File: config.mk
export PLATFORM = sky130hd
export DESIGN_NAME = stonyman_pixel_sequencer
export DESIGN_NICKNAME = d
export VERILOG_FILES = /design/src/rtl/stonyman_pixel_sequencer.sv
export SDC_FILE = /design/constraint.sdc
export NUM_CORES = 1
export LEC_CHECK = 0
export ABC_AREA = 0
export CORE_MARGIN = 10
export CORE_UTILIZATION = 34
export CTS_CLUSTER_SIZE = 25
export DETAILED_ROUTE_END_ITERATION = 16
export PLACE_DENSITY_LB_ADDON = 0.08
export SLEW_MARGIN = 20
export SYNTH_ARGS = -nofsm -noshare
export SYNTH_HDL_FRONTEND = slang
export SYNTH_SLANG_ARGS = --single-unit
export TNS_END_PERCENT = 10
File: constraint.sdc
create_clock -name clk -period 5.1 [get_ports clk]
set_clock_uncertainty 0.1 [all_clocks]
set_input_delay 1.02 -clock clk [delete_from_list [all_inputs] [get_ports clk]]
set_output_delay 1.02 -clock clk [all_outputs]
set_load 0.02 [all_outputs]
File: src/rtl/stonyman_pixel_sequencer.sv
// Stonyman image sensor pixel-scan sequencer.
// Walks a ROWS x COLS frame: it selects each row and column through the
// sensor's pointer/value strobes, lets the pixel settle, then hands one ADC
// conversion per pixel to the ADC and waits for it to finish.
// Optional feature: define STONYMAN_ABORT_EN to honour frame_abort.
//
// state     | meaning
// ----------+-------------------------------------------------------------
// IDLE      | waiting for frame_start
// SEL_ROW   | resp, incp (ROWSEL), resv, then incv x pixel_row
// SEL_COL   | resp (COLSEL), resv; column pointer back to 0
// SETTLE    | SETTLE_TICKS cycles for the pixel output to settle
// CAPTURE   | one-cycle adc_capture_start
// WAIT_DONE | waiting for adc_capture_done
// NEXT_COL  | incv x1 to step to the next column
// DONE      | one-cycle frame_done, busy already cleared
module stonyman_pixel_sequencer #(
  parameter int ROWS         = 112,
  parameter int COLS         = 112,
  parameter int PULSE_TICKS  = 4,
  parameter int SETTLE_TICKS = 40
) (
  input  logic       clk,
  input  logic       reset,
  input  logic       frame_start,
  input  logic       frame_abort,
  input  logic       adc_capture_done,
  output logic       adc_capture_start,
  output logic       resp,
  output logic       incp,
  output logic       resv,
  output logic       incv,
  output logic       busy,
  output logic       frame_done,
  output logic [6:0] pixel_row,
  output logic [6:0] pixel_col
);

  localparam logic [6:0] ROW_MAX = 7'(ROWS - 1);
  localparam logic [6:0] COL_MAX = 7'(COLS - 1);
  localparam logic [7:0] P_LOAD  = 8'(PULSE_TICKS - 1);
  localparam logic [7:0] S_LOAD  = 8'(SETTLE_TICKS - 1);

  typedef enum logic [2:0] {
    IDLE, SEL_ROW, SEL_COL, SETTLE, CAPTURE, WAIT_DONE, NEXT_COL, DONE
  } state_t;

  // Strobe phase: LAUNCH raises the first strobe of a burst, HIGH and GAP
  // time the pulse and the low gap that must follow it.
  typedef enum logic [1:0] {PH_LAUNCH, PH_HIGH, PH_GAP} phase_t;

  state_t     state;
  phase_t     phase;
  logic [7:0] tmr;
  logic [7:0] step;
  logic [7:0] last_step;
  logic [3:0] strb;  // {incv, resv, incp, resp}

`ifndef STONYMAN_ABORT_EN
  logic unused_abort;
  assign unused_abort = frame_abort;
`endif

  assign resp = strb[0];
  assign incp = strb[1];
  assign resv = strb[2];
  assign incv = strb[3];

  // Strobe issued at position idx of the burst belonging to state st.
  function automatic logic [3:0] strobe_pat(input state_t st, input logic [7:0] idx);
    logic [3:0] pat;
    pat = 4'b0000;
    case (st)
      SEL_ROW: begin
        if (idx == 8'd0)      pat = 4'b0001;
        else if (idx == 8'd1) pat = 4'b0010;
        else if (idx == 8'd2) pat = 4'b0100;
        else                  pat = 4'b1000;
      end
      SEL_COL:  pat = (idx == 8'd0) ? 4'b0001 : 4'b0100;
      NEXT_COL: pat = 4'b1000;
      default:  pat = 4'b0000;
    endcase
    return pat;
  endfunction

  // Index of the final strobe in the current burst.
  always_comb begin
    last_step = 8'd0;
    case (state)
      SEL_ROW: last_step = 8'd2 + {1'b0, pixel_row};
      SEL_COL: last_step = 8'd1;
      default: last_step = 8'd0;
    endcase
  end

  // Sequencer state, strobe timing and all registered outputs.
  always_ff @(posedge clk or negedge reset) begin
    if (!reset) begin
      state             <= IDLE;
      phase             <= PH_LAUNCH;
      tmr               <= 8'd0;
      step              <= 8'd0;
      strb              <= 4'b0000;
      adc_capture_start <= 1'b0;
      busy              <= 1'b0;
      frame_done        <= 1'b0;
      pixel_row         <= 7'd0;
      pixel_col         <= 7'd0;
    end else begin
      adc_capture_start <= 1'b0;
      frame_done        <= 1'b0;
`ifdef STONYMAN_ABORT_EN
      if (frame_abort && (state != IDLE)) begin
        state <= IDLE;
        phase <= PH_LAUNCH;
        tmr   <= 8'd0;
        step  <= 8'd0;
        strb  <= 4'b0000;
        busy  <= 1'b0;
      end else begin
`else
      begin
`endif
        case (state)
          IDLE: begin
            if (frame_start) begin
              pixel_row <= 7'd0;
              pixel_col <= 7'd0;
              busy      <= 1'b1;
              phase     <= PH_LAUNCH;
              step      <= 8'd0;
              state     <= SEL_ROW;
            end
          end
          SEL_ROW, SEL_COL, NEXT_COL: begin
            case (phase)
              PH_LAUNCH: begin
                strb  <= strobe_pat(state, step);
                tmr   <= P_LOAD;
                phase <= PH_HIGH;
              end
              PH_HIGH: begin
                if (tmr == 8'd0) begin
                  strb  <= 4'b0000;
                  tmr   <= P_LOAD;
                  phase <= PH_GAP;
                end else begin
                  tmr <= tmr - 8'd1;
                end
              end
              default: begin
                if (tmr != 8'd0) begin
                  tmr <= tmr - 8'd1;
                end else if (step != last_step) begin
                  // Next strobe of the burst rises right as the gap ends.
                  step  <= step + 8'd1;
                  strb  <= strobe_pat(state, step + 8'd1);
                  tmr   <= P_LOAD;
                  phase <= PH_HIGH;
                end else begin
                  step <= 8'd0;
                  case (state)
                    SEL_ROW: begin
                      // COLSEL resp follows the row burst without an extra idle cycle.
                      strb  <= 4'b0001;
                      tmr   <= P_LOAD;
                      phase <= PH_HIGH;
                      state <= SEL_COL;
                    end
                    SEL_COL: begin
                      pixel_col <= 7'd0;
                      tmr       <= S_LOAD;
                      phase     <= PH_LAUNCH;
                      state     <= SETTLE;
                    end
                    default: begin
                      if (pixel_col < COL_MAX) pixel_col <= pixel_col + 7'd1;
                      tmr   <= S_LOAD;
                      phase <= PH_LAUNCH;
                      state <= SETTLE;
                    end
                  endcase
                end
              end
            endcase
          end
          SETTLE: begin
            if (tmr == 8'd0) begin
              adc_capture_start <= 1'b1;
              state             <= CAPTURE;
            end else begin
              tmr <= tmr - 8'd1;
            end
          end
          CAPTURE: begin
            state <= WAIT_DONE;
          end
          WAIT_DONE: begin
            if (adc_capture_done) begin
              if (pixel_col < COL_MAX) begin
                phase <= PH_LAUNCH;
                step  <= 8'd0;
                state <= NEXT_COL;
              end else if (pixel_row < ROW_MAX) begin
                pixel_row <= pixel_row + 7'd1;
                phase     <= PH_LAUNCH;
                step      <= 8'd0;
                state     <= SEL_ROW;
              end else begin
                frame_done <= 1'b1;
                busy       <= 1'b0;
                state      <= DONE;
              end
            end
          end
          default: begin
            state <= IDLE;
          end
        endcase
      end
    end
  end

endmodule

After elaboration in Yosys (flattened, before gate mapping) --
Cells that the tools add are included.
Word-level totals: flip-flop bits (word level) 42, output and inout bits 21, input bits 5, word-level logic and storage cells 140
Operators by class: order comparisons 2, muxes and demuxes 73, $add $sub $neg 5, reduce and logical (&&, ||, !) cells 21, equal/unequal tests 29
Operators by type and width (count):
- $mux 8 | 10
- $mux 7 | 8
- $pmux 8 s2 | 3
- $pmux 7 s2 | 3
- $mux 4 | 10
- $mux 3 | 10
- $logic_not 8->1 | 3
- $ne 2x2->1 const B | 12
- $pmux 4 s3 | 2
- $pmux 8 s3 | 1
- $reduce_and 6->1 | 3
- $eq 8x1->1 const B | 2
- $eq 8x2->1 const B | 2
- $pmux 3 s5 | 1
- $add 7x1->7 const B | 2
- $lt 7x7->1 const B | 2
- $mux 1 | 13
- $mux 2 | 6
- $mux 6 | 2
- $reduce_and 5->1 | 2
- $eq 3x3->1 const B | 3
- $ne 3x3->1 const B | 3
- $add 2x7->8 const A | 1
- $add 8x1->8 const B | 1
- 22 further kinds | 25

Depth between registers and ports, before layout --
Gate-level depths: netlist (run 1).
depth after elaboration 9, mapped depth 10, depth with buffers taken out 8

Least setup slack after synthesis (run 1) --
No wires, ideal clock.
path kind input port to flip-flop, start point input frame_start, end point register strb[3], required time 4.874 ns, path buffers 0, arrival time 2.301 ns, path slack 2.573 ns, setup time 0.126 ns, stages on the path 6, path through or3_1 a21oi_2 a2111oi_4 o21ai_2 nor2_4 a221o_1
RTL lines:
- start: declaration | line 25 | input logic frame_start,
- end signal: assignment | line 139 | strb <= strobe_pat(state, step);
- end signal: assignment | line 158 | strb <= strobe_pat(state, step + 8'd1);
- end: declaration | line 57 | logic [3:0] strb;

Final worst setup path (run 1) --
start point register state[0], end point register pixel_col[1]
Between the ends: longest elaborated chain between the ends 6, elaborated cells on any way between the ends 20, those cells by class eq/ne: 10; mux: 6; reduce/logical: 4
RTL lines:
- start: declaration | line 52 | state_t state;
- start signal: assignment | line 100 | state <= IDLE;
- start signal: assignment | line 133 | state <= SEL_ROW;
- start signal: assignment | line 169 | state <= SEL_COL;
- parallel branches: the longest is 6 deep, another holds $pmux 8 s2
- end signal: assignment | line 178 | if (pixel_col < COL_MAX) pixel_col <= pixel_col + 7'd1;
- end: declaration | line 36 | output logic [6:0] pixel_col
Several ways; the timed one is not identified. The select of a mux whose other input is x is not followed. A chain may end at the register's enable or synchronous reset.

==> results_dict.tcl, run 1 <==
set metrics [dict create \
    start_util_pct 35.0 \
    power_leakage_uw 0.00140 \
    cp_max_fo 22 \
    rsz0062_at_grt "false" \
    synth_common_cells "dfrtp_1, nand2_1, nor2_1, o21ai_0, nand3_1" \
    antenna_found_initial 0 \
    dp_hpwl_um 5530 \
    hold_class "reg2reg" \
    slowest_stage "dfrtp_1" \
    period_needed_ns 3.28 \
    timing.final.crit_share_pct 64.3 \
    num-fill-cells 895 \
    fin_area_sq_um 3430 \
    ys_async_sr_fraction_pct 100 \
    synth.most_common_cell "dfrtp_1" \
    post_cts_buffers 0 \
    dieArea_sq_um 13200 \
    viasPerCell 5.52 \
    clockRootBuffer "clkbuf_8" \
    synth.top_cell.area_share_pct 34.4 \
    synth_cells 346 \
    ir_drop_v 0.000160 \
    cp-end-kind "flop" \
    syn_area_per_cell_sq_um 8.82 \
    drtIter0Drc 116 \
    clockPowerShare_pct 19.2 \
    gr-total-overflow 0 \
    maxCapViolCount 0 \
    io_buffer_count 24 \
    routabilityCongestion 0.779 \
    grt_pass1_vias 2513 \
    hold_viol_final 0 \
    switching_power_uw 603 \
    maxSlewViolCount 0 \
    slew-limit-headroom_pct 39.2 \
    synth_edf_count 0 \
    p_per_area_nw_per_um2 410 \
    drive_above_1_share_pct 8.64 \
    coreArea_sq_um 8720 \
    tns_ns 0 \
    grt_max_degree 43 \
    drt_pass1_iterations 4 \
    cp.arrival_ns 3.42 \
    synth.distinct_cells 79 \
    antenna_cells 0 \
    routed_wirelength_um 7580 \
    area_growth_pct 12.2 \
    clock.fmax_mhz 305 \
    post_cts_resized 0 \
    ys_ff_latch 42 \
    cts_hold_buf 0 \
    status "completed" \
    ys.flop_type "dfrtp_1" \
    drc 0 \
    dieWidth_um 115 \
    setup_viol 0 \
    clk_pin_slew_ns 0.09 \
    cts_tree "done" \
    internal-power_uw 803 \
    die_h_um 115 \
    place_area_sq_um 3310 \
    synth_nets 361 \
    cts_sinks 42 \
    final_nets 373 \
    instances_no_fill 467 \
    clockBufferDepth 2 \
    pwr-share-comb_pct 45.1 \
    worstSkewPairLatency_ns 0.30 \
    switching_share_pct 42.9 \
    ant_nets 0 \
    path_class "reg2reg" \
    cts_buffers 5 \
    routedWlPerCell_um 16.2 \
    num_rows 34 \
    gr-usage-all-layers_pct 11.6 \
    ys_seq_area_share_pct 34.4 \
    p_seq_share_pct 35.7 \
    post-place-cells 459 \
    start_kind "flop" \
    worst_pin_slew_ns 0.906 \
    cts-htree-levels 2 \
    cp_data_required_time_ns 5.24 \
    vias 2578 \
    synth.area.top_cells "dfrtp_1, ha_1, nand2_1, nor2_1, o21ai_0" \
    crit_chain "nor3b_2 > buf_4 > nand3_1 > a211oi_1 > o311ai_2 > o21ai_1 > and2_1 > a31o_1" \
    cpPeakStageDelay_ns 0.76 \
    yosysTopAreaCell "dfrtp_1" \
    grt_pass1_wl_um 12700 \
    ioPinCount 26 \
    synth_area_sq_um 3050 \
    yosysWarnings 0 \
]
-- placed cells by master, fill, tap and decap left out, types with 3 or more instances in the layout --
master	netlist	final
dfrtp_1	42	42
nand2_1	31	31
nor2_1	30	30
clkdlybuf4s50_1	0	23
o21ai_0	20	20
nand3_1	17	17
nor3_1	15	15
a21oi_1	13	13
inv_1	11	11
xnor2_1	11	11
ha_1	10	10
xor2_1	7	7
nor2b_1	7	7
a22o_1	7	7
nand4_1	6	6
nand3b_1	6	6
and2_1	6	6
a31oi_1	5	5
and3_1	5	5
or3_1	5	5
clkbuf_8	0	5
o211ai_1	3	3
mux2i_1	3	3
nand2b_1	3	3
nor4_1	3	3
-- flip-flops by register name, summed over array words and instances (netlist names) --
register           flops
step                   8
tmr                    8
pixel_col              7
pixel_row              7
strb                   4
state                  3
phase                  2
adc_capture_start      1
busy                   1
frame_done             1
-- kinds of logic (layout without fill, tap and decap cells) --
logic type / Yosys count / in the layout / synth area share [%]
simple gates: 152 / 152 / 26.9
compound gates: 87 / 87 / 22.0
flops: 42 / 42 / 34.4
buf+inv: 31 / 44 / 5.20
xor+xnor: 18 / 18 / 5.16
fa+ha+maj: 10 / 10 / 4.10
mux: 6 / 6 / 2.21
-- metal layers --
metal	track usage (%)	wire [um]	up-vias
li1	-	-	1294
met1	15.3	3670	1239
met2	19.0	3560	41
met3	2.34	298	4
met4	2.72	48	0
met5	0	0	-
-- path summary, 6_finish.rpt --
| check | startpoint | to | slack, ns | cells past startpoint |
|---|---|---|---|---|
| min in group asynchronous | reset | tmr[6] | 0.60 | 1 |
| setup reg to reg | state[0] | pixel_col[1] | 1.82 | 8 |
| setup / recovery | state[0] | pixel_col[1] | 1.82 | 8 |
| hold reg to reg | busy | busy | 0.43 | 2 |
| hold / removal | busy | busy | 0.43 | 2 |
| max in group asynchronous | reset | step[4] | 3.91 | 1 |
-- power groups by stage --
stage	sequential [uW]	combinational (uW)	clock, uW
floorplan	480	497	0
global placement	508	633	0
detailed placement	509	636	0
CTS	502	639	281
global route	520	712	292
finish	502	634	270
-- per-stage QoR --
stage	power (uW)	utilization (%)	worst slack, ns	hold WS [ns]
global route	1520	39.3	1.61	0.452
finish	1410	39.3	1.82	0.429
floorplan	978	-	2.57	0.384
CTS	1420	39.3	1.84	0.433
detailed placement	1140	38.0	1.83	0.416
global placement	1140	38.0	1.85	0.413
-- critical path, delay by kind of cell, from the launching register on --
family / cells / cell delay (ns)
DFF: 1 / 0.76
and+or+nand+nor: 3 / 0.72
buffers and inverters: 1 / 0.23
AOI/OAI and AO/OA: 4 / 1.40
-- final cells by class --
class	instances	area [sq um]	area share [%]
multi-input cells	273	1840	53.8
flip-flops and latches	42	1050	30.7
repair buffers	25	245	7.16
well taps	108	135	3.94
clock buffers	6	72.6	2.12
inverters	11	41.3	1.21
clock inverters	2	37.5	1.10
Power figures use the tool's default switching activity.
==> run 2, diff against run 1 <==
clock period = 2.9 ns   (was 5.1 ns; I/O delays follow)
==> results_dict.tcl, run 2 (synthesis results as in run 1) <==
set metrics [dict create \
    dp_hpwl_um 5860 \
    drtIter0Drc 68 \
    ir_drop_v 0.000268 \
    slew-limit-headroom_pct 62.6 \
    final_common_cell "dfrtp_1" \
    cts_buffers 5 \
    post_cts_resized 0 \
    worstSkewPairLatency_ns 0.30 \
    dieWidth_um 115 \
    drt_pass1_iterations 4 \
    cp_data_required_time_ns 3.04 \
    startpoint "state[2]" \
    cp_max_fo 15 \
    instances_no_fill 481 \
    start_kind "flop" \
    endpoint "pixel_col[1]" \
    cp.arrival_ns 2.76 \
    cp-end-kind "flop" \
    gr-total-overflow 0 \
    final_nets 387 \
    routabilityCongestion 0.783 \
    path_class "reg2reg" \
    antenna_found_initial 0 \
    reg2reg_depth 9 \
    dieArea_sq_um 13200 \
    wl_met1_um 3830 \
    wl_met3_um 297 \
    antenna_cells 0 \
    fin_area_sq_um 3530 \
    gr-usage-all-layers_pct 12.1 \
    cts-htree-levels 2 \
    coreArea_sq_um 8720 \
    area_growth_pct 15.6 \
    cts_tree "done" \
    grt_pass1_wl_um 13000 \
    clk_pin_slew_ns 0.09 \
    rsz0062_at_grt "false" \
    clock.fmax_mhz 382 \
    worst_pin_slew_ns 0.557 \
    hold_class "in2async" \
    power_leakage_uw 0.00147 \
    reg2reg_slack_ns 0.28 \
    highest_layer "met4" \
    tns_ns 0 \
    maxCapViolCount 0 \
    drc 0 \
    maxSlewViolCount 0 \
    cts_sinks 42 \
    timing.final.crit_share_pct 90.3 \
    grt_max_degree 26 \
    drive_above_1_share_pct 12.1 \
    place_area_sq_um 3420 \
    routedWlPerCell_um 16.3 \
    io_buffer_count 24 \
    vias 2651 \
    ioPinCount 26 \
    rr_endpoint "pixel_col[1]" \
    grt_pass1_vias 2565 \
    wl_met2_um 3650 \
    ant_nets 0 \
    viasPerCell 5.51 \
    setup_viol 0 \
    post_cts_buffers 0 \
    largestRegisters "step (8), tmr (8)" \
    clockBufferDepth 2 \
    p_per_area_nw_per_um2 726 \
    post-place-cells 473 \
    rr_startpoint "state[2]" \
    start_util_pct 35.0 \
    mostFrequentLayoutCells "dfrtp_1, nand2_1, nor2_1" \
    hold_viol_final 0 \
    num_rows 34 \
    clockRootBuffer "clkbuf_8" \
    routed_wirelength_um 7840 \
    cts_hold_buf 0 \
    die_h_um 115 \
    period_needed_ns 2.62 \
    status "completed" \
]
## run 2: how the worst min path moves through the flow
stage / from / end / slack, ns / cells past startpoint
CTS: reset / tmr[6] / 0.12 / 1
global placement: busy / busy / 0.41 / 2
global route: reset / tmr[6] / 0.13 / 1
finish: reset / tmr[5] / 0.11 / 1
floorplan: reset / adc_capture_start / 0.18 / 0
detailed placement: phase[0] / phase[0] / 0.42 / 2
## run 2: metrics by stage
stage               utilization (%)  power [uW]  worst slack [ns]  hold slack (ns)
CTS                            40.5        2590             0.306            0.124
detailed placement             39.2        2090             0.140            0.419
global placement               39.2        2080             0.191            0.413
floorplan                         -        1720             0.378            0.184
finish                         40.5        2560             0.281            0.112
global route                   40.5        2760             0.156            0.130
## run 2: area by class of cell
cell class,instances,area (sq um)
Clock buffer,6,72.6
Inverter,11,41.3
Sequential cell,42,1050
Fill cell,888,5190
Multi-Input combinational cell,273,1840
Clock inverter,2,37.5
Timing Repair Buffer,39,348
Tap cell,108,135
## run 2: worst max-delay path, stage by stage, from the launching register on
cell	delay (ns)
dfrtp_1	0.54
nor3b_2	0.24
buf_4	0.23
nand4_1	0.13
a211oi_2	0.25
o311ai_2	0.19
o21ai_1	0.18
buf_4	0.21
and2_1	0.29
a31o_1	0.18
## run 2: report_power, final
| group | switching, uW | leakage (uW) | internal (uW) |
|---|---|---|---|
| clock network | 224 | 0.0000514 | 257 |
| logic | 731 | 0.000865 | 510 |
| registers | 135 | 0.000555 | 703 |
| total | 1090 | 0.00147 | 1470 |
## run 2: routing by layer
layer	GRT usage (%)	up-vias
met5	0	-
met4	3.14	0
met3	2.60	5
met2	19.6	32
met1	15.9	1295
li1	-	1319
==> run 3, diff against run 2 <==
SLEW_MARGIN = 10   (was 20)
clock period = 3.4 ns   (was 2.9 ns; I/O delays follow)
==> results_dict.tcl, run 3 (synthesis results as in run 1) <==
set metrics [dict create \
    final_common_cell "dfrtp_1" \
    dp_hpwl_um 5700 \
    ioPinCount 26 \
    maxCapViolCount 0 \
    gr-total-overflow 0 \
    cp_max_fo 15 \
    reg2reg_depth 8 \
    cts_hold_buf 0 \
    rsz0062_at_grt "false" \
    cts_tree "done" \
    cts_sinks 42 \
    rr_startpoint "state[2]" \
    rr_endpoint "strb[3]" \
    power_leakage_uw 0.00142 \
    clk_pin_slew_ns 0.09 \
    mostFrequentLayoutCells "dfrtp_1, nand2_1, nor2_1" \
    cp_data_required_time_ns 3.49 \
    worstHoldStart "busy" \
    status "completed" \
    routedWlPerCell_um 16.6 \
    post_cts_resized 0 \
    largestRegisters "step (8), tmr (8)" \
    area_growth_pct 13.4 \
    hold_class "reg2reg" \
    setup_ws_ns 0.790 \
    p_per_area_nw_per_um2 622 \
    cts-htree-levels 2 \
    clockBufferDepth 2 \
    die_h_um 115 \
    path_class "reg2reg" \
    num-fill-cells 901 \
    start_util_pct 35.0 \
    drc 0 \
    min_to "busy" \
    worst_pin_slew_ns 1.01 \
    setup_viol 0 \
    finalCoreUtilization_pct 39.7 \
    num_rows 34 \
    cp-end-kind "flop" \
    ant_nets 0 \
    reg2reg_slack_ns 0.79 \
    period_needed_ns 2.61 \
    hold_viol_final 0 \
    routabilityCongestion 0.790 \
    cp.arrival_ns 2.70 \
    clock.fmax_mhz 383 \
    vias 2630 \
    grt_pass1_vias 2649 \
    post_cts_buffers 0 \
    maxSlewViolCount 0 \
    antenna_found_initial 0 \
    slew-limit-headroom_pct 33.0 \
    antenna_cells 0 \
    final_nets 378 \
    timing.final.crit_share_pct 76.8 \
    viasPerCell 5.57 \
    drt_pass1_iterations 4 \
    hold_depth 2 \
    total_power_uw 2150 \
    routed_wirelength_um 7840 \
    coreArea_sq_um 8720 \
    worstSkewPairLatency_ns 0.30 \
    gr-usage-all-layers_pct 12.3 \
    io_buffer_count 24 \
    start_kind "flop" \
    drive_above_1_share_pct 9.89 \
    clockRootBuffer "clkbuf_8" \
    dieArea_sq_um 13200 \
    cts_buffers 5 \
    grt_pass1_wl_um 13500 \
    grt_max_degree 43 \
    tns_ns 0 \
    drtIter0Drc 129 \
    dp_slack_ns 0.491 \
    dieWidth_um 115 \
    ir_drop_v 0.000216 \
]
## run 3: cell types whose count changed in the layout (fill, tap and decap cells not counted), sizes merged
cell,change
buf,-9
## run 3: worst max-delay path by stage
stage                 startpoint      endpoint  slack [ns]
floorplan           pixel_row[2]      state[0]        0.88
global placement     frame_start       step[4]        0.54
detailed placement   frame_start       step[4]        0.49
CTS                 pixel_row[2]       strb[3]        0.75
global route        pixel_row[2]  pixel_col[6]        0.58
finish                  state[2]       strb[3]        0.79
## run 3: cell type report
cell class | instances | area [sq um] | area share, %
Tap cell | 108 | 135 | 3.90
Sequential cell | 42 | 1050 | 30.4
Clock inverter | 2 | 37.5 | 1.08
Inverter | 11 | 41.3 | 1.19
Multi-Input combinational cell | 273 | 1840 | 53.3
Timing Repair Buffer | 30 | 280 | 8.10
Clock buffer | 6 | 72.6 | 2.10
## run 3: where the power goes
group,internal (uW),leakage [uW],switching [uW]
Combinational,413,0.000819,620
Clock,220,0.0000514,190
Sequential,600,0.000555,110
Total,1230,0.00142,920
## run 3: worst max-delay path, cell delays in order, from the launching register on
cell and delay, ns:
dfrtp_1 0.54, nor3b_2 0.23, buf_4 0.23, nand4_1 0.14
a211oi_2 0.25, o311ai_2 0.19, o21ai_4 0.34, nor2_4 0.12
a221o_1 0.34
## run 3: layer usage
metal  wire length [um]  up-vias  global-route usage, %
met3                316        6                   2.66
met5                  0        -                      0
met4                 68        0                   2.81
met1               3710     1290                   16.0
met2               3750       36                   20.5
li1                   -     1298                      -
## run 3: per-stage QoR
step                      hold slack (ns)  std cells  instance area [sq um]
after floorplan                     0.284        346                   3050
after global placement              0.414        464                   3350
after detailed placement            0.412        464                   3350
after CTS                           0.434        472                   3460
after global routing                0.467        472                   3460
final                               0.434        472                   3460
==> RTL edit, RTL diff (settings of run 2) <==
Register the outputs `resp`, `incp`, `resv` and `incv`; this adds one clock of latency there. The other outputs are not delayed to match. Comments in the files are not updated.
--- a/src/rtl/stonyman_pixel_sequencer.sv
+++ b/src/rtl/stonyman_pixel_sequencer.sv
@@ -61,10 +61,12 @@
   assign unused_abort = frame_abort;
 `endif
 
-  assign resp = strb[0];
-  assign incp = strb[1];
-  assign resv = strb[2];
-  assign incv = strb[3];
+  always_ff @(posedge clk) begin
+    resp <= strb[0];
+    incp <= strb[1];
+    resv <= strb[2];
+    incv <= strb[3];
+  end
 
   // Strobe issued at position idx of the burst belonging to state st.
   function automatic logic [3:0] strobe_pat(input state_t st, input logic [7:0] idx);
Formal check against the unedited RTL: not equivalent (a bounded check fails within 4 cycles, from zero or initial values and one cycle with reset low).
==> RTL edit against run 2 <==
Power increased by 3.4%. Non-clock buffer count increased by 6. Largest power group unchanged. Sequential cell count rose by 4. Worst setup slack lost 0.096 ns. Routed wire length rose by 4.0%. Utilization grew 0.69 points. Clock power shrank 13%. Area after synthesis shrank 0.94%. Design area up 1.2%. Die area decreased by 0.78%. Largest cell class unchanged.
==> RTL edit: results <==
<?xml version="1.0" encoding="UTF-8"?>
<metrics>
  <group name="synth">
    <metric name="synth-seq-cells" unit="">46</metric>
    <metric name="synth_top_cells_by_count" unit="">42 x sky130_fd_sc_hd__dfrtp_1, 42 x sky130_fd_sc_hd__nor2_1, 33 x sky130_fd_sc_hd__nand2_1, 22 x sky130_fd_sc_hd__nand3_1, 18 x sky130_fd_sc_hd__o21ai_0</metric>
    <metric name="synth_xor_area_share" unit="%">6.25</metric>
    <metric name="synth-adder-area-share" unit="%">4.14</metric>
    <metric name="post_synth_main_area_contributors" unit="">sky130_fd_sc_hd__dfrtp_1 35%, sky130_fd_sc_hd__nor2_1 5.2%, sky130_fd_sc_hd__ha_1 4.1%</metric>
    <metric name="synth_cell_types" unit="">58</metric>
    <metric name="post_synthesis_compound_gate_area_fraction" unit="%">19.6</metric>
    <metric name="synth_mux_area_share" unit="%">1.20</metric>
    <metric name="synth_fp_nets" unit="">371</metric>
  </group>
  <group name="final_layout">
    <metric name="drive_above_1_share" unit="%">11.3</metric>
    <metric name="fill_cells" unit="">923</metric>
    <metric name="n_all_buffers" unit="">45</metric>
    <metric name="multi_input_area" unit="um2">1760</metric>
    <metric name="n_multi_input_combinational_cell" unit="">277</metric>
    <metric name="final_nets" unit="">405</metric>
  </group>
  <group name="setup_path">
    <metric name="endpoint" unit="">pixel_col[4]</metric>
    <metric name="cp_top_family" unit="">simple AND/OR/NAND/NOR gates</metric>
    <metric name="reg2reg_slack" unit="ns">0.18</metric>
    <metric name="timing.critical_path.slowest_cell_delay" unit="ns">0.47</metric>
    <metric name="crit_fanout" unit="">6</metric>
  </group>
  <group name="routing">
    <metric name="detailed_route_wl" unit="um">8160</metric>
    <metric name="via_count" unit="">2718</metric>
    <metric name="drt-vias-per-instance" unit="">5.45</metric>
    <metric name="initialDrtViolationCount" unit="">126</metric>
  </group>
  <group name="placed_design">
    <metric name="postPlaceCellArea" unit="um2">3470</metric>
    <metric name="placed_cells_incl_taps" unit="">491</metric>
    <metric name="sum_of_net_half_perimeters_after_detailed_placement" unit="um">6130</metric>
  </group>
  <group name="status">
    <metric name="run_status" unit="">finished, final reports clean</metric>
  </group>
  <group name="global_routing">
    <metric name="grt_first_pass_wirelength" unit="um">13400</metric>
    <metric name="grt_max_degree" unit="">28</metric>
    <metric name="grt_pass1_vias" unit="">2618</metric>
  </group>
  <group name="sta">
    <metric name="final_period_minus_worst_setup_slack" unit="ns">2.72</metric>
    <metric name="fin_worst_hold_slack" unit="ns">0.0904</metric>
  </group>
  <group name="pwr">
    <metric name="powerDensity" unit="nW/um2">742</metric>
    <metric name="leakagePower" unit="nW">1.53</metric>
    <metric name="vdd_drop_max" unit="mV">0.324</metric>
  </group>
</metrics>
## RTL edit: changes by cell type in the layout (fill, tap and decap cells not counted), moves of 4 or more
cell | before | now
sky130_fd_sc_hd__nor2_1 | 30 | 42
sky130_fd_sc_hd__nor2b_1 | 7 | 2
sky130_fd_sc_hd__inv_1 | 11 | 15
sky130_fd_sc_hd__a21o_1 | 2 | 6
sky130_fd_sc_hd__nand3_1 | 17 | 21
sky130_fd_sc_hd__buf_4 | 15 | 21
sky130_fd_sc_hd__a31oi_1 | 5 | 15
sky130_fd_sc_hd__o22ai_1 | 1 | 5
sky130_fd_sc_hd__dfxtp_1 | 0 | 4
sky130_fd_sc_hd__a22o_1 | 7 | 1
sky130_fd_sc_hd__nand3b_1 | 6 | 1
sky130_fd_sc_hd__and2_1 | 6 | 2
## RTL edit: per-layer routing
metal  track usage, %  share of wire, %  vias up
met3             2.99               4.5        6
met2             18.7                44       43
met5                0                 0        -
met4             3.76              0.96        0
met1             17.5                51     1305
li1                 -                 -     1364
